`config.mk`:
```
export PLATFORM = sky130hd
export DESIGN_NAME = gpioemu_host
export DESIGN_NICKNAME = d
export VERILOG_FILES = /design/src/rtl/gpioemu_pkg.sv /design/src/rtl/gpioemu_bus_cycle.sv /design/src/rtl/gpioemu_host.sv
export SDC_FILE = /design/constraint.sdc
export NUM_CORES = 1
export LEC_CHECK = 0
export CORE_AREA = 10 10 153 155
export CTS_CLUSTER_SIZE = 40
export DETAILED_ROUTE_END_ITERATION = 10
export DIE_AREA = 0 0 163 165
export PLACE_DENSITY = 0.82
export SYNTH_ARGS = -nofsm -noshare
export SYNTH_HDL_FRONTEND = slang
export SYNTH_HIERARCHICAL = 1
export SYNTH_SLANG_ARGS = --single-unit
```
`constraint.sdc`:
```
create_clock -name clk -period 6.35 [get_ports clk]
set_input_delay 0.635 -clock clk [delete_from_list [all_inputs] [get_ports clk]]
set_output_delay 0.635 -clock clk [all_outputs]
set_load 0.005 [all_outputs]
```
`src/rtl/gpioemu_pkg.sv`:
```
// Shared definitions for the gpioemu host: peripheral register map, status encoding
// and the state encodings used by the job sequencer and the bus-access engine.
package gpioemu_pkg;

    localparam logic [15:0] ADDR_A1   = 16'h0380;
    localparam logic [15:0] ADDR_A2   = 16'h0388;
    localparam logic [15:0] ADDR_W    = 16'h0390;
    localparam logic [15:0] ADDR_L    = 16'h0398;
    localparam logic [15:0] ADDR_CTRL = 16'h03A0;

    localparam logic [1:0] STATUS_DONE = 2'b11;

    typedef enum logic [3:0] {
        ST_IDLE,
        ST_WR_A1,
        ST_WR_A2,
        ST_WR_START,
        ST_POLL,
        ST_POLL_WAIT,
        ST_RD_W,
        ST_RD_L,
        ST_RESP
    } state_e;

    typedef enum logic [1:0] {
        PH_IDLE,
        PH_STROBE,
        PH_HOLD
    } phase_e;

endpackage

```
`src/rtl/gpioemu_bus_cycle.sv`:
```
// One peripheral access: SETUP (combinational on start), STROBE_CYCLES of strobe, one HOLD.
// done_o pulses in HOLD, and rdata_o already carries the read word in that cycle.
module gpioemu_bus_cycle
    import gpioemu_pkg::*;
#(
    parameter int STROBE_CYCLES = 2
) (
    input  logic        clk_i,
    input  logic        reset_i,
    input  logic        start_i,
    input  logic        is_read_i,
    input  logic [15:0] addr_i,
    input  logic [31:0] wdata_i,
    input  logic [31:0] sdata_in_i,
    output logic [15:0] saddress_o,
    output logic        srd_o,
    output logic        swr_o,
    output logic [31:0] sdata_out_o,
    output logic [31:0] rdata_o,
    output logic        done_o,
    output logic        active_o
);

    localparam logic [15:0] STROBE_LAST = 16'(STROBE_CYCLES - 1);

    phase_e      phase_q, phase_d;
    logic [15:0] addr_q, addr_d;
    logic [31:0] wdata_q, wdata_d;
    logic        is_read_q, is_read_d;
    logic [15:0] scnt_q, scnt_d;
    logic [31:0] rdata_q, rdata_d;

    always_ff @(posedge clk_i) begin
        if (reset_i) begin
            phase_q   <= PH_IDLE;
            addr_q    <= '0;
            wdata_q   <= '0;
            is_read_q <= 1'b0;
            scnt_q    <= '0;
            rdata_q   <= '0;
        end else begin
            phase_q   <= phase_d;
            addr_q    <= addr_d;
            wdata_q   <= wdata_d;
            is_read_q <= is_read_d;
            scnt_q    <= scnt_d;
            rdata_q   <= rdata_d;
        end
    end

    always_comb begin
        phase_d     = phase_q;
        addr_d      = addr_q;
        wdata_d     = wdata_q;
        is_read_d   = is_read_q;
        scnt_d      = scnt_q;
        rdata_d     = rdata_q;
        saddress_o  = '0;
        sdata_out_o = '0;
        srd_o       = 1'b0;
        swr_o       = 1'b0;
        done_o      = 1'b0;
        case (phase_q)
            PH_IDLE: begin
                // The start cycle itself is the SETUP cycle, so back-to-back accesses have no gap.
                if (start_i) begin
                    saddress_o  = addr_i;
                    sdata_out_o = wdata_i;
                    addr_d      = addr_i;
                    wdata_d     = wdata_i;
                    is_read_d   = is_read_i;
                    scnt_d      = STROBE_LAST;
                    phase_d     = PH_STROBE;
                end
            end
            PH_STROBE: begin
                saddress_o  = addr_q;
                sdata_out_o = wdata_q;
                srd_o       = is_read_q;
                swr_o       = !is_read_q;
                if (scnt_q == 16'd0) begin
                    phase_d = PH_HOLD;
                end else begin
                    scnt_d = scnt_q - 16'd1;
                end
            end
            PH_HOLD: begin
                saddress_o  = addr_q;
                sdata_out_o = wdata_q;
                done_o      = 1'b1;
                phase_d     = PH_IDLE;
                if (is_read_q) begin
                    rdata_d = sdata_in_i;
                end
            end
            default: phase_d = PH_IDLE;
        endcase
    end

    assign rdata_o  = (phase_q == PH_HOLD && is_read_q) ? sdata_in_i : rdata_q;
    assign active_o = (phase_q != PH_IDLE);

endmodule

```
`src/rtl/gpioemu_host.sv`:
```
// Host-side initiator for the gpioemu multiply/popcount peripheral: takes a job,
// runs the A1/A2/START/poll/W/L access sequence and returns the result.
module gpioemu_host
    import gpioemu_pkg::*;
#(
    parameter int STROBE_CYCLES = 2,
    parameter int POLL_GAP      = 4,
    parameter int POLL_MAX      = 64
) (
    input  logic        clk,
    input  logic        reset,
    input  logic        cmd_valid,
    output logic        cmd_ready,
    input  logic [23:0] cmd_a1,
    input  logic [23:0] cmd_a2,
    output logic        rsp_valid,
    input  logic        rsp_ready,
    output logic [31:0] rsp_w,
    output logic [23:0] rsp_l,
    output logic        rsp_err,
    output logic [15:0] rsp_polls,
    output logic [15:0] saddress,
    output logic        srd,
    output logic        swr,
    output logic [31:0] sdata_out,
    input  logic [31:0] sdata_in,
    output logic        busy,
    output logic [15:0] job_count
);

    state_e      state_q, state_d;
    logic [23:0] a1_q, a1_d, a2_q, a2_d;
    logic [31:0] rsp_w_q, rsp_w_d;
    logic [23:0] rsp_l_q, rsp_l_d;
    logic        rsp_err_q, rsp_err_d;
    logic [15:0] polls_q, polls_d, polls_inc;
    logic [15:0] gap_q, gap_d;
    logic [15:0] job_count_q, job_count_d;

    logic        acc_req, acc_read, acc_start, acc_done, acc_active;
    logic [15:0] acc_addr;
    logic [31:0] acc_wdata, acc_rdata;

    gpioemu_bus_cycle #(.STROBE_CYCLES(STROBE_CYCLES)) u_bus (
        .clk_i       (clk),
        .reset_i     (reset),
        .start_i     (acc_start),
        .is_read_i   (acc_read),
        .addr_i      (acc_addr),
        .wdata_i     (acc_wdata),
        .sdata_in_i  (sdata_in),
        .saddress_o  (saddress),
        .srd_o       (srd),
        .swr_o       (swr),
        .sdata_out_o (sdata_out),
        .rdata_o     (acc_rdata),
        .done_o      (acc_done),
        .active_o    (acc_active)
    );

    always_ff @(posedge clk) begin
        if (reset) begin
            state_q     <= ST_IDLE;
            a1_q        <= '0;
            a2_q        <= '0;
            rsp_w_q     <= '0;
            rsp_l_q     <= '0;
            rsp_err_q   <= 1'b0;
            polls_q     <= '0;
            gap_q       <= '0;
            job_count_q <= '0;
        end else begin
            state_q     <= state_d;
            a1_q        <= a1_d;
            a2_q        <= a2_d;
            rsp_w_q     <= rsp_w_d;
            rsp_l_q     <= rsp_l_d;
            rsp_err_q   <= rsp_err_d;
            polls_q     <= polls_d;
            gap_q       <= gap_d;
            job_count_q <= job_count_d;
        end
    end

    // Which access the current state needs; the engine is kicked whenever it is idle.
    always_comb begin
        acc_req   = 1'b0;
        acc_read  = 1'b0;
        acc_addr  = '0;
        acc_wdata = '0;
        case (state_q)
            ST_WR_A1:    begin acc_req = 1'b1; acc_addr = ADDR_A1;   acc_wdata = {8'h00, a1_q}; end
            ST_WR_A2:    begin acc_req = 1'b1; acc_addr = ADDR_A2;   acc_wdata = {8'h00, a2_q}; end
            ST_WR_START: begin acc_req = 1'b1; acc_addr = ADDR_CTRL; end
            ST_POLL:     begin acc_req = 1'b1; acc_addr = ADDR_CTRL; acc_read = 1'b1; end
            ST_RD_W:     begin acc_req = 1'b1; acc_addr = ADDR_W;    acc_read = 1'b1; end
            ST_RD_L:     begin acc_req = 1'b1; acc_addr = ADDR_L;    acc_read = 1'b1; end
            default:     ;
        endcase
    end

    assign acc_start = acc_req && !acc_active;
    assign polls_inc = (polls_q == 16'hFFFF) ? polls_q : polls_q + 16'd1;

    always_comb begin
        state_d     = state_q;
        a1_d        = a1_q;
        a2_d        = a2_q;
        rsp_w_d     = rsp_w_q;
        rsp_l_d     = rsp_l_q;
        rsp_err_d   = rsp_err_q;
        polls_d     = polls_q;
        gap_d       = gap_q;
        job_count_d = job_count_q;
        case (state_q)
            ST_IDLE: begin
                if (cmd_valid) begin
                    a1_d      = cmd_a1;
                    a2_d      = cmd_a2;
                    rsp_w_d   = '0;
                    rsp_l_d   = '0;
                    rsp_err_d = 1'b0;
                    polls_d   = '0;
                    state_d   = ST_WR_A1;
                end
            end
            ST_WR_A1:    if (acc_done) state_d = ST_WR_A2;
            ST_WR_A2:    if (acc_done) state_d = ST_WR_START;
            ST_WR_START: if (acc_done) state_d = ST_POLL;
            ST_POLL: begin
                if (acc_done) begin
                    polls_d = polls_inc;
                    if (acc_rdata[1:0] == STATUS_DONE) begin
                        state_d = ST_RD_W;
                    end else if ({16'd0, polls_inc} >= 32'(POLL_MAX)) begin
                        rsp_err_d = 1'b1;
                        state_d   = ST_RESP;
                    end else if (POLL_GAP == 0) begin
                        state_d = ST_POLL;
                    end else begin
                        gap_d   = 16'(POLL_GAP - 1);
                        state_d = ST_POLL_WAIT;
                    end
                end
            end
            ST_POLL_WAIT: begin
                if (gap_q == 16'd0) begin
                    state_d = ST_POLL;
                end else begin
                    gap_d = gap_q - 16'd1;
                end
            end
            ST_RD_W: begin
                if (acc_done) begin
                    rsp_w_d = acc_rdata;
                    state_d = ST_RD_L;
                end
            end
            ST_RD_L: begin
                if (acc_done) begin
                    rsp_l_d = acc_rdata[23:0];
                    state_d = ST_RESP;
                end
            end
            ST_RESP: begin
                if (rsp_ready) begin
                    job_count_d = job_count_q + 16'd1;
                    state_d     = ST_IDLE;
                end
            end
            default: state_d = ST_IDLE;
        endcase
    end

    assign cmd_ready = (state_q == ST_IDLE);
    assign busy      = (state_q != ST_IDLE);
    assign rsp_valid = (state_q == ST_RESP);
    assign rsp_w     = rsp_w_q;
    assign rsp_l     = rsp_l_q;
    assign rsp_err   = rsp_err_q;
    assign rsp_polls = polls_q;
    assign job_count = job_count_q;

endmodule

```
After elaboration in Yosys (flattened, before gate mapping)
Cells that the tools add are included.
{"block": "totals", "reg_bits": 256, "output_inout_bits": 142, "inputBits": 84, "elab_cells": 129}
{"block": "op_classes", "n_lt_le_gt_ge": 1, "reduce_logical": 31, "n_mux": 50, "eq_ne": 28, "n_addsub": 4}
{"operator": "2-to-1 mux 16 bit", "n": 9}
{"operator": "case mux 16 bit (2 select lines)", "n": 4}
{"operator": "case mux 32 bit (2 select lines)", "n": 2}
{"operator": "2-to-1 mux 32 bit", "n": 3}
{"operator": "case mux 24 bit (2 select lines)", "n": 2}
{"operator": "2-to-1 mux 24 bit", "n": 3}
{"operator": "case mux 10 bit (5 select lines)", "n": 1}
{"operator": "2-to-1 mux 4 bit", "n": 11}
{"operator": "case mux 4 bit (9 select lines)", "n": 1}
{"operator": "adder 16 x 1 -> 16 bit, second input constant", "n": 2}
{"operator": "zero test 16 bit", "n": 2}
{"operator": "subtractor 16 x 1 -> 16 bit, second input constant", "n": 2}
{"operator": "!= test 2 bit, second input constant", "n": 14}
{"operator": "== test 16 bit, second input constant", "n": 1}
{"operator": "== test 4 x 3 -> 1 bit, second input constant", "n": 4}
{"operator": ">= comparator 16 x 7 -> 1 bit, second input constant", "n": 1}
{"operator": "AND reduction 3 bit", "n": 4}
{"operator": "nonzero test 2 bit", "n": 6}
{"operator": "2-to-1 mux 10 bit", "n": 1}
{"operator": "AND reduction 2 bit", "n": 5}
{"operator": "AND reduction 5 bit", "n": 2}
{"operator": "2-to-1 mux 1 bit", "n": 9}
{"operator": "AND reduction 9 bit", "n": 1}
{"operator": "== test 4 x 2 -> 1 bit, second input constant", "n": 2}
{"operator": "16 further kinds", "n": 22}

Longest topological paths before layout
{"block": "logic_depth", "word_depth": 7, "depth_mapped": 12, "mapped_depth_nobuf": 9}

By module
The synthesis kept the hierarchy.
{"module": "gpioemu_host", "n_inst": 1, "seq_area_each_um2": 3143.0, "area_per_inst_um2": 6749.0, "cells_each": 849}
{"module": "gpioemu_bus_cycle", "n_inst": 1, "seq_area_each_um2": 1981.9, "area_per_inst_um2": 4538.1, "cells_each": 558}

Worst setup path after synthesis
OpenSTA, ideal clock, no wires.
{"block": "synth_timing", "kind": "register -> register", "startpoint": "reg u_bus.phase_q[0]", "endpoint": "reg gap_q[7]", "setup_time_ps": 123, "path_slack_ps": 3266, "period_less_slack_ps": 3084, "n_path_buf": 2, "stages_incl_launch_ff": 12, "t_arrival_ps": 2960, "t_required_ps": 6227, "cell_sequence": "dfxtp_1 -> inv_1 -> ha_1 -> nand2_1 -> buf_1 -> mux2_2 -> and2_1 -> nor4_1 -> a21oi_2 -> buf_2 -> nor4_1 -> mux2_1"}
{"block": "synth_between", "elab_cells_between_ends": 8, "classes_between": "eq/ne: 4; mux: 2; reduce/logical: 2"}
{"item": "start: declaration", "line_no": "gpioemu_bus_cycle.sv:26", "text": "phase_e phase_q, phase_d;"}
{"item": "start signal: assignment", "line_no": "gpioemu_bus_cycle.sv:42", "text": "phase_q <= phase_d;"}
{"item": "== test 2 bit", "line_no": "gpioemu_bus_cycle.sv:63", "text": "case (phase_q)"}
{"item": "2-to-1 mux 1 bit", "line_no": "gpioemu_bus_cycle.sv:63"}
{"item": "named net acc_done", "line_no": "gpioemu_host.sv:40", "text": "logic acc_req, acc_read, acc_start, acc_done, acc_active;"}
{"item": "!= test 2 bit (no source line)"}
{"item": "AND reduction 5 bit (no source line)"}
{"item": "end signal: assignment", "line_no": "gpioemu_host.sv:80", "text": "gap_q <= gap_d;"}
{"item": "end: declaration", "line_no": "gpioemu_host.sv:37", "text": "logic [15:0] gap_q, gap_d;"}
The timed path passes the listed nets, and every way through them passes these cells.
A chain may end at the register's enable or synchronous reset.

Worst setup path after layout
{"block": "layout_timing", "startpoint": "reg state_q[0]", "endpoint": "out sdata_out[18]"}
{"block": "layout_between", "elab_chain_cells": 6, "elab_cells_between_ends": 12, "classes_between": "eq/ne: 6; mux: 4; reduce/logical: 2"}
{"item": "start: declaration", "line_no": "gpioemu_host.sv:31", "text": "state_e state_q, state_d;"}
{"item": "start signal: assignment", "line_no": "gpioemu_host.sv:73", "text": "state_q <= state_d;"}
{"item": "== test 4 x 3 -> 1 bit, or another cell as far along", "line_no": "gpioemu_host.sv:91", "text": "case (state_q)"}
{"item": "OR reduction 6 bit (no source line) *"}
{"item": "2-to-1 mux 1 bit *", "line_no": "gpioemu_host.sv:91"}
{"item": "logical AND 1 bit *", "line_no": "gpioemu_host.sv:102", "text": "assign acc_start = acc_req && !acc_active;"}
{"item": "named net acc_start", "line_no": "gpioemu_host.sv:40"}
{"item": "2-to-1 mux 24 bit *", "line_no": "gpioemu_bus_cycle.sv:66", "text": "if (start_i) begin"}
{"item": "case mux 32 bit (2 select lines) *", "line_no": "gpioemu_bus_cycle.sv:63"}
{"item": "end: declaration", "line_no": "gpioemu_host.sv:25", "text": "output logic [31:0] sdata_out,"}
Mark *: on every way through the listed nets, which the timed path passes. The rest lies on a longest branch.

==> impl_metrics.json <==
{
  "status": "finished clean",
  "antenna_left": 0,
  "p_sw_w": 0.00169,
  "power_density_mw_per_mm2": 328,
  "ys_seq_area_frac": 0.454,
  "grt.overflow.total": 0,
  "vias_per_cell": 5.72,
  "crit_family": "simple AND/OR/NAND/NOR gates",
  "core_mm2": 0.0202,
  "cp-end-kind": "output pin",
  "crit_chain": "xor2_1, o21bai_1, nor2_1, and2_2, nand2_1, a21oi_1, clkdlybuf4s50_1",
  "drive_gt1_frac": 0.0719,
  "ir_drop_mv": 0.229,
  "die_y_um": 165,
  "ys_types": 72,
  "worstSetupPathType": "reg -> out",
  "fp.dieW_um": 163,
  "leakage_nw": 5.11,
  "grt_first_pass_wirelength_mm": 52.7,
  "synth-async-reset-ratio": 0,
  "fin_skew_ps": 11.0,
  "p_sw_frac": 0.357,
  "crit_arrival_ps": 3610,
  "clock_path_buffers": 3,
  "synth.top_cells.by_area": "dfxtp_1, nand2_1, a21oi_1",
  "cts_max_level": 1,
  "antenna_found_initial": 3,
  "final_util": 0.715,
  "vias": 10700,
  "yosys.area.top_type_share": 0.454,
  "netlist_area_mm2": 0.0113,
  "port_buffers": 225,
  "synth-main-ff-cell": "dfxtp_1",
  "post-cts-setup-buffers": 0,
  "cts-root-buf": "clkbuf_16",
  "start_util": 0.560,
  "fmaxAchievable_mhz": 236,
  "cap_violations": 0,
  "place_congestion": 0.830,
  "dp_hpwl_mm": 22.1,
  "path_buf_inv": 1,
  "cp_slowest_cell": "and2_2",
  "final_nets": 1675,
  "cp.required_ps": 5710,
  "clock_sinks": 256,
  "finalHoldViolCount": 0,
  "cts_hold_buf": 0,
  "period_minus_slack_ps": 4240,
  "ys_warn_count": 6,
  "comb_power_share": 0.313,
  "die-area_mm2": 0.0269,
  "synth_top_area_cell": "dfxtp_1",
  "drtIter0Drc": 889,
  "seq_power_share": 0.386,
  "area_delta_synth_final_pct": 27.8,
  "clock_latency_ps": 530,
  "setup_viol": 0,
  "relSlewSlack": 0.175,
  "drt-total-wl_mm": 33.4,
  "synth_edf_count": 0,
  "dr.pass1.iters": 5,
  "tritoncts": "built",
  "drc": 0,
  "finalPower_w": 0.00473,
  "num_rows": 52,
  "path_clk_slew_ps": 60,
  "synthTopCellsByCount": "nand2_1, dfxtp_1, a21oi_1",
  "tightest_slew_ps": 1240,
  "grt_start_max_net_pins": 127,
  "routedWlPerCell_um": 17.9,
  "start_kind": "flip-flop",
  "maxSlewViolCount": 0,
  "numCtsBuffers": 26,
  "ys_seq_elements": 256,
  "max_stage_delay_ps": 840,
  "synthCells": 1407,
  "n_fill_cell": 1596,
  "ios": 226,
  "syn_area_per_cell_um2": 8.02,
  "synth.most_common_cell": "nand2_1",
  "multiInputGateArea_mm2": 0.00579,
  "grt_usage": 0.234,
  "p_int_w": 0.00304,
  "tns_ps": 0,
  "hp-class": "reg -> reg",
  "post_cts_resized": 0,
  "grt_pass1_vias": 10200,
  "power_frac_clock": 0.301,
  "regArea_mm2": 0.00512,
  "cp_max_fo": 50,
  "finalCritPeriodShare": 0.668,
  "grt_setup_unrepaired": "no"
}
==> kinds of logic (layout without fill, tap and decap cells) <==
kind of cell	count (synthesis)	after routing	share of synthesized area
compound gates	346	346	0.176
simple gates	614	614	0.262
flops	256	256	0.454
buf+inv	119	294	0.0416
xor+xnor	20	20	0.0155
fa+ha+maj	8	8	0.00887
mux	43	43	0.0418
other cells	1	19	0.000332
==> layer usage <==
layer / routed length [µm] / GRT usage / share of wire / vias up
met4: 778 / 0.0734 / 0.023 / 4
met2: 15600 / 0.377 / 0.47 / 414
met1: 13900 / 0.289 / 0.41 / 5013
li1: - / - / - / 5203
met3: 3140 / 0.0812 / 0.094 / 58
met5: 29 / 0 / 0.00087 / -
==> worst min-delay path, stage by stage, from the launching register on <==
cell and delay (ps):
dfxtp_1 310, nand2_1 50, a21oi_1 50
==> state kept, by name (all words and copies together), names as in the netlist <==
register,count
u_bus/scnt_q,16
u_bus/wdata_q,32
a2_q,24
a1_q,24
u_bus/phase_q,2
rsp_err,1
rsp_polls,16
rsp_w,32
gap_q,16
job_count,16
u_bus/is_read_q,1
rsp_l,24
u_bus/addr_q,16
u_bus/rdata_q,32
state_q,4
==> worst paths after layout <==
| path | from | endpoint | slack [ps] | depth (start not counted) |
|---|---|---|---|---|
| worst max-delay path | state_q[0] | sdata_out[18] | 2110 | 7 |
| worst min-delay path | rsp_l[19] | rsp_l[19] | 450 | 2 |
| worst max register to register | u_bus/phase_q[0] | gap_q[7] | 2650 | 10 |
| worst min register to register | rsp_l[19] | rsp_l[19] | 450 | 2 |
==> power by group through the flow <==
stage / Clock, W / Sequential [W] / Combinational [W]
after floorplan: 0 / 0.00183 / 0.000981
after global placement: 0 / 0.00185 / 0.00144
after detailed placement: 0 / 0.00186 / 0.00146
after CTS: 0.00144 / 0.00182 / 0.00147
after global routing: 0.00152 / 0.00184 / 0.00163
final: 0.00142 / 0.00183 / 0.00148
==> placed cells by master, fill, tap and decap left out, types with 5 or more instances in the layout <==
| cell | Yosys | routed |
|---|---|---|
| a21oi_1 | 244 | 243 |
| or2_2 | 5 | 5 |
| clkbuf_1 | 82 | 7 |
| a31oi_1 | 6 | 5 |
| ha_1 | 8 | 7 |
| clkbuf_16 | 0 | 26 |
| and2_1 | 11 | 10 |
| nand2_1 | 335 | 334 |
| xor2_1 | 16 | 16 |
| nand3_1 | 67 | 67 |
| buf_4 | 0 | 11 |
| conb_1 | 1 | 18 |
| nor2_1 | 41 | 41 |
| o21ai_0 | 21 | 21 |
| and4_1 | 6 | 6 |
| or4_1 | 15 | 15 |
| clkdlybuf4s50_1 | 0 | 224 |
| o31ai_1 | 13 | 13 |
| nand2b_1 | 10 | 10 |
| nand4_1 | 15 | 15 |
| and3_1 | 8 | 8 |
| mux2i_1 | 10 | 10 |
| or3_1 | 17 | 17 |
| a211oi_1 | 11 | 11 |
| a22o_1 | 24 | 24 |
| nor3_1 | 9 | 8 |
| clkinv_2 | 0 | 6 |
| dfxtp_1 | 256 | 256 |
| mux2_2 | 32 | 32 |
| inv_1 | 14 | 14 |
| nor2b_1 | 36 | 35 |
==> per-stage QoR <==
step	setup WS, ps	hold WS [ps]	area [µm²]	std cells
after floorplan	3270	436	11400	1424
after global placement	2740	436	13600	1825
after detailed placement	2660	443	13600	1825
after CTS	2100	451	14400	1869
after global routing	1820	467	14400	1870
final	2110	450	14400	1870
==> area by class of cell <==
cell class | count | area share
antenna | 1 | 0.000174
clock buffer | 37 | 0.0508
clock inverter | 7 | 0.00321
inverter | 14 | 0.00364
multi-input combinational | 1049 | 0.401
sequential | 256 | 0.355
tap | 270 | 0.0234
timing repair buffer | 236 | 0.162
No activity file was read; power rests on OpenSTA's default activity.
==> RTL edit 1: new RTL, same settings <==
Encoding of `state_e`: now one-hot (9 bits for 9 states).
--- a/src/rtl/gpioemu_pkg.sv
+++ b/src/rtl/gpioemu_pkg.sv
@@ -10,16 +10,16 @@
 
     localparam logic [1:0] STATUS_DONE = 2'b11;
 
-    typedef enum logic [3:0] {
-        ST_IDLE,
-        ST_WR_A1,
-        ST_WR_A2,
-        ST_WR_START,
-        ST_POLL,
-        ST_POLL_WAIT,
-        ST_RD_W,
-        ST_RD_L,
-        ST_RESP
+    typedef enum logic [8:0] {
+        ST_IDLE      = 9'b000000001,
+        ST_WR_A1     = 9'b000000010,
+        ST_WR_A2     = 9'b000000100,
+        ST_WR_START  = 9'b000001000,
+        ST_POLL      = 9'b000010000,
+        ST_POLL_WAIT = 9'b000100000,
+        ST_RD_W      = 9'b001000000,
+        ST_RD_L      = 9'b010000000,
+        ST_RESP      = 9'b100000000
     } state_e;
 
     typedef enum logic [1:0] {
Check against the original RTL: same outputs for any inputs over 10 cycles, from zero or initial values and one cycle with reset high; not proved beyond that.
==> RTL edit 1 against the original RTL <==
- count of clock-buffer cells in the layout down 1
- area after synthesis up 2.8%
- setup slack worse by 0.61 ns
- sequential cell count up 5
- cell area up 4.2%
- routed wire length up 2.6%
- critical path type unchanged
Power is not compared: it rests on default switching activity, and its combinational part moved more than twofold at a synthesized area within 25%.
==> RTL edit 1: results (changes against the original RTL) <==
stage,metric,value,unit,change
clock_tree,H-tree levels,1,,unchanged
finish,fraction of layout cells with a size suffix above 1,7.882,%,was 7.192%
hold_path,worst hold-check path type,reg2reg,,unchanged
clock_tree,Root Buffer,clkbuf_16,,unchanged
yosys,top post-synthesis cells by count,"317 x nand2_1, 261 x dfxtp_1, 207 x a21oi_1",,"was 335 x nand2_1, 256 x dfxtp_1, 244 x a21oi_1"
finish,FILL cells,1496,,was 1596
detailed_routing,wire length per cell,18.04,um,was 17.88 um
grt,GR Util All Layers,24.37,%,was 23.44%
placement,DP HPWL,23170,um,was 22120 um
hold_path,Worst Hold Depth,2,,unchanged
hold_path,HP Start,rsp_l[3]$_SDFFE_PP0P_,,was rsp_l[19]$_SDFFE_PP0P_
worst_setup_path,reg2reg path depth,11,,was 10
clock_tree,Skew-Pair Late Insertion Delay,0.54,ns,
detailed_routing,total number of vias,10970,,was 10690
pwr,Max rail drop VDD,0.2570,mV,
placement,IO buf count,225,,unchanged
yosys,fraction of registers with async set or reset after synthesis,0,%,unchanged
outcome,outcome,finished clean,,unchanged
yosys,unique cell type count in the Yosys netlist,78,,was 72
placement,gp weighted congestion,0.8786,,was 0.8302
worst_setup_path,worst-path fanout max,40,,was 50
yosys,Synth area leaders,"dfxtp_1 45%, nand2_1 10%, a21oi_1 8.9%, mux2_2 3.2%, clkbuf_1 2.7%",,"was dfxtp_1 45%, nand2_1 11%, a21oi_1 11%, mux2_2 3.2%, nand3_1 3.0%"
yosys,Synth warnings,6,,unchanged
grt,largest net degree at the start of global routing,103,,was 127
sta,worst clock skew,0.008051,ns,was 0.01101 ns
grt,initial antenna violation count,8,,was 3
grt,global-route wire length before repair,54540,um,was 52700 um
clock_tree,CTS buffer count,28,,was 26
sta,Least-Margin Pin Slew,1.137,ns,was 1.235 ns
worst_setup_path,FF-to-FF Start,u_bus/phase_q[0]$_SDFFE_PP0P_,,unchanged
detailed_routing,DRT iter0 DRCs,834,,was 889
worst_setup_path,"Arr. time, crit path",4.21,ns,was 3.61 ns
pwr,leakage power,5.385,nW,
yosys,Post-synth EDFFs,0,,unchanged
clock_tree,Resized Gates After CTS,0,,unchanged
yosys,post-synthesis sequential area ratio,45.05,%,was 45.41%
detailed_routing,Pre-antenna DRT Iters,5,,unchanged
clock_tree,clock tree buffer depth,3,,unchanged
clock_tree,clock-pin slew on the worst setup and hold paths,0.06,ns,about the same
worst_setup_path,Critical R2R Capture,gap_q[3]$_SDFFE_PP0P_,,was gap_q[7]$_SDFFE_PP0P_
finish,Nets,1695,,was 1675
clock_tree,# Post-CTS Setup Buffers,0,,unchanged
hold_path,Hold Path End,rsp_l[3]$_SDFFE_PP0P_,,was rsp_l[19]$_SDFFE_PP0P_
worst_setup_path,worst reg2reg setup slack,1.82,ns,was 2.65 ns
-- RTL edit 1: kinds of logic (layout without fill, tap and decap cells) --
logic type	Yosys count	in the layout	synth area share (%)
buf+inv	119	310	4.142
simple gates	602	602	24.63
xor+xnor	21	21	1.586
fa+ha+maj	8	8	0.8630
compound gates	356	356	19.20
other cells	1	25	0.03233
mux	48	48	4.498
flops	261	261	45.05
-- RTL edit 1: cell type report --
cell class                 count  area, um2  area share [%]
timing repair buffer         240       2366           15.75
clock inverter                15      231.5           1.541
inverter                      19      71.32          0.4748
tap                          270      337.8           2.249
antenna                        7      17.52          0.1166
sequential                   261       5225           34.79
multi-input combinational   1053       5998           39.94
clock buffer                  36      772.0           5.140
-- RTL edit 1: stage by stage --
step                cells  instance area (um2)  util [%]  hold slack (ns)  setup WS, ns
CTS                  1894                15000     74.38           0.4500         1.532
detailed placement   1843                14000     69.40           0.4450         1.881
floorplan            1433                11660         -           0.4360         2.901
finish               1901                15020     74.47           0.4511         1.501
global placement     1843                14000     69.40           0.4387         2.066
global route         1899                15010     74.44           0.4638         1.241
-- RTL edit 1: power breakdown --
group          internal, mW  switching, mW  leakage, nW  total [mW]
logic                 0.190          0.401         2.78       0.591
clock network          1.10          0.668        0.494        1.77
registers              1.69         0.0389         2.11        1.73
total                  2.98           1.11         5.38        4.09
-- RTL edit 1: metal layers --
layer | routed length, um | global-route usage (%)
met1 | 13590 | 29.26
met2 | 16010 | 38.75
met3 | 3879 | 10.33
met4 | 813 | 7.828
met5 | 0 | 0
-- RTL edit 1: how the worst max path moves through the flow --
stage / from / endpoint / slack, ns / cells after the start
6_report: state_q[6]$_SDFFE_PP0P_ / sdata_out[21] / 1.50 / 9
5_1_grt: state_q[6]$_SDFFE_PP0P_ / sdata_out[23] / 1.24 / 9
4_1_cts: state_q[6]$_SDFFE_PP0P_ / sdata_out[23] / 1.53 / 9
3_5_place_dp: u_bus/phase_q[0]$_SDFFE_PP0P_ / gap_q[3]$_SDFFE_PP0P_ / 1.88 / 11
3_3_place_gp: u_bus/phase_q[0]$_SDFFE_PP0P_ / gap_q[3]$_SDFFE_PP0P_ / 2.07 / 11
2_1_floorplan: state_q[5]$_SDFFE_PP0P_ / sdata_out[12] / 2.90 / 11
-- RTL edit 1: critical path: stages, from the launching register on --
cell,delay (ns)
dfxtp_1,0.36
or4_1,0.57
or3_1,0.47
a2bb2oi_1,0.24
nor2_1,0.25
and2_2,0.73
buf_4,0.30
nand2_1,0.08
a21oi_1,0.13
clkdlybuf4s50_1,0.53
==> RTL edit 2: new RTL, same flow settings <==
Made on the original files. `POLL_MAX`: 64 -> 48.
--- a/src/rtl/gpioemu_host.sv
+++ b/src/rtl/gpioemu_host.sv
@@ -5,7 +5,7 @@
 #(
     parameter int STROBE_CYCLES = 2,
     parameter int POLL_GAP      = 4,
-    parameter int POLL_MAX      = 64
+    parameter int POLL_MAX      = 48
 ) (
     input  logic        clk,
     input  logic        reset,
Function: same outputs for any inputs over 10 cycles, from zero or initial values and one cycle with reset high; that may be too few to reach the edited logic, so the function may still have changed.
==> RTL edit 2 against the original RTL <==
- cell area up 0.72%
- sequential cell count unchanged
- count of clock-buffer cells in the layout up 1
- sequential share of layout area down 0.25 points
- first-iteration DRC count up 12%
- critical path depth up 2
- sequential power about the same
- synthesized cell count up 0.50%
- power down 1.0%
- clock power up 12%
- routed wire length down 0.24%
- setup slack better by 0.22 ns
- final cell count up 0.91%
- area after synthesis down 0.30%
==> RTL edit 2: results (changes against the original RTL) <==
stage,metric,value,unit,change
outcome,outcome,finished clean,,unchanged
detailed_routing,max layer used,met4,,was met5
finish,Antenna Cells,5,,was 1
grt,met1 usage,30.52,%,was 28.93%
grt,global-route wire length before repair,52730,um,was 52700 um
finish,Non-Filler Instances,1887,,was 1870
grt,met2 Use GR,38.02,%,was 37.75%
detailed_routing,DRT iter0 DRCs,994,,was 889
sta,worst clock skew,0.01132,ns,was 0.01101 ns
pwr,Max rail drop VDD,0.2492,mV,was 0.2295 mV
finish,multi-input gates,1054,,was 1049
sta,hold_ws,0.4497,ns,about the same
detailed_routing,met3 wire len,2721,um,was 3141 um
detailed_routing,metal1 wirelength,14120,um,was 13850 um
detailed_routing,wire length per cell,17.67,um,was 17.88 um
pwr,leakage power,5.157,nW,was 5.112 nW
worst_setup_path,worst reg2reg setup slack,2.93,ns,was 2.65 ns
grt,initial antenna violation count,5,,was 3
worst_setup_path,Critical R2R Capture,gap_q[9]$_SDFFE_PP0P_,,was gap_q[7]$_SDFFE_PP0P_
yosys,unique cell type count in the Yosys netlist,69,,was 72
grt,met3 usage,5.278,%,was 8.116%
yosys,top post-synthesis cells by count,"337 x nand2_1, 256 x dfxtp_1, 228 x a21oi_1",,"was 335 x nand2_1, 256 x dfxtp_1, 244 x a21oi_1"
placement,Inst Count DP,1836,,was 1825
detailed_routing,total number of vias,10620,,was 10690
worst_setup_path,slowest cell on the critical path,clkdlybuf4s50_1,,was and2_2
finish,inverters,16,,was 14
placement,placed inst area,13630,um2,was 13640 um2
grt,largest net degree at the start of global routing,95,,was 127
finish,nonclk buf count,240,,was 236
detailed_routing,Detail Route met2 WL,15710,um,was 15630 um
yosys,syn_area_per_cell,7.958,um2,was 8.022 um2
finish,clk_buf instances,38,,was 37
placement,gp weighted congestion,0.8733,,was 0.8302
finish,fraction of layout cells with a size suffix above 1,7.072,%,was 7.192%
yosys,Synth area leaders,"dfxtp_1 46%, nand2_1 11%, a21oi_1 10%, mux2_2 3.4%, clkbuf_1 3.0%",,"was dfxtp_1 45%, nand2_1 11%, a21oi_1 11%, mux2_2 3.2%, nand3_1 3.0%"
hold_path,Hold Path End,rsp_l[12]$_SDFFE_PP0P_,,was rsp_l[19]$_SDFFE_PP0P_
finish,multi-input gate share of total cell area,39.52,%,was 40.14%
sta,Slew headroom,15.28,%,was 17.47%
finish,buffer share of cell area,16.29,%,was 16.20%
[RTL edit 2: cell count changes in the layout (fill, tap and decap cells not counted), moves of 4 or more]
cell | before | now
nor2_1 | 41 | 63
xor2_1 | 16 | 20
o31ai_1 | 13 | 6
a211oi_1 | 11 | 7
diode_2 | 1 | 5
a21oi_1 | 243 | 227
buf_4 | 11 | 15
o21ai_0 | 21 | 25
nor3_1 | 8 | 19
or4_1 | 15 | 7
a311oi_1 | 1 | 6
[RTL edit 2: cell families (layout without fill, tap and decap cells)]
logic type / Yosys count / after routing / share of synthesized area (%)
mux: 46 / 46 / 4.470
flops: 256 / 256 / 45.54
simple gates: 624 / 624 / 25.83
buf+inv: 121 / 302 / 4.158
compound gates: 333 / 333 / 17.13
xor+xnor: 25 / 25 / 1.946
other cells: 1 / 23 / 0.03332
fa+ha+maj: 8 / 8 / 0.8895
[RTL edit 2: report_power, final]
part	internal [mW]	switching, mW	total [mW]
sequential	1.74	0.0953	1.83
clock	0.954	0.633	1.59
combinational	0.438	0.819	1.26
total	3.13	1.55	4.68
[RTL edit 2: how the worst max path moves through the flow]
stage	startpoint	to	slack, ns	cells past startpoint
2_1_floorplan	u_bus/phase_q[0]$_SDFFE_PP0P_	gap_q[9]$_SDFFE_PP0P_	3.34	11
3_3_place_gp	state_q[0]$_SDFFE_PP0P_	sdata_out[5]	3.01	9
3_5_place_dp	state_q[0]$_SDFFE_PP0P_	sdata_out[18]	2.93	9
4_1_cts	state_q[0]$_SDFFE_PP0P_	sdata_out[18]	2.38	9
5_1_grt	state_q[0]$_SDFFE_PP0P_	sdata_out[21]	2.04	9
6_report	state_q[0]$_SDFFE_PP0P_	sdata_out[5]	2.33	9
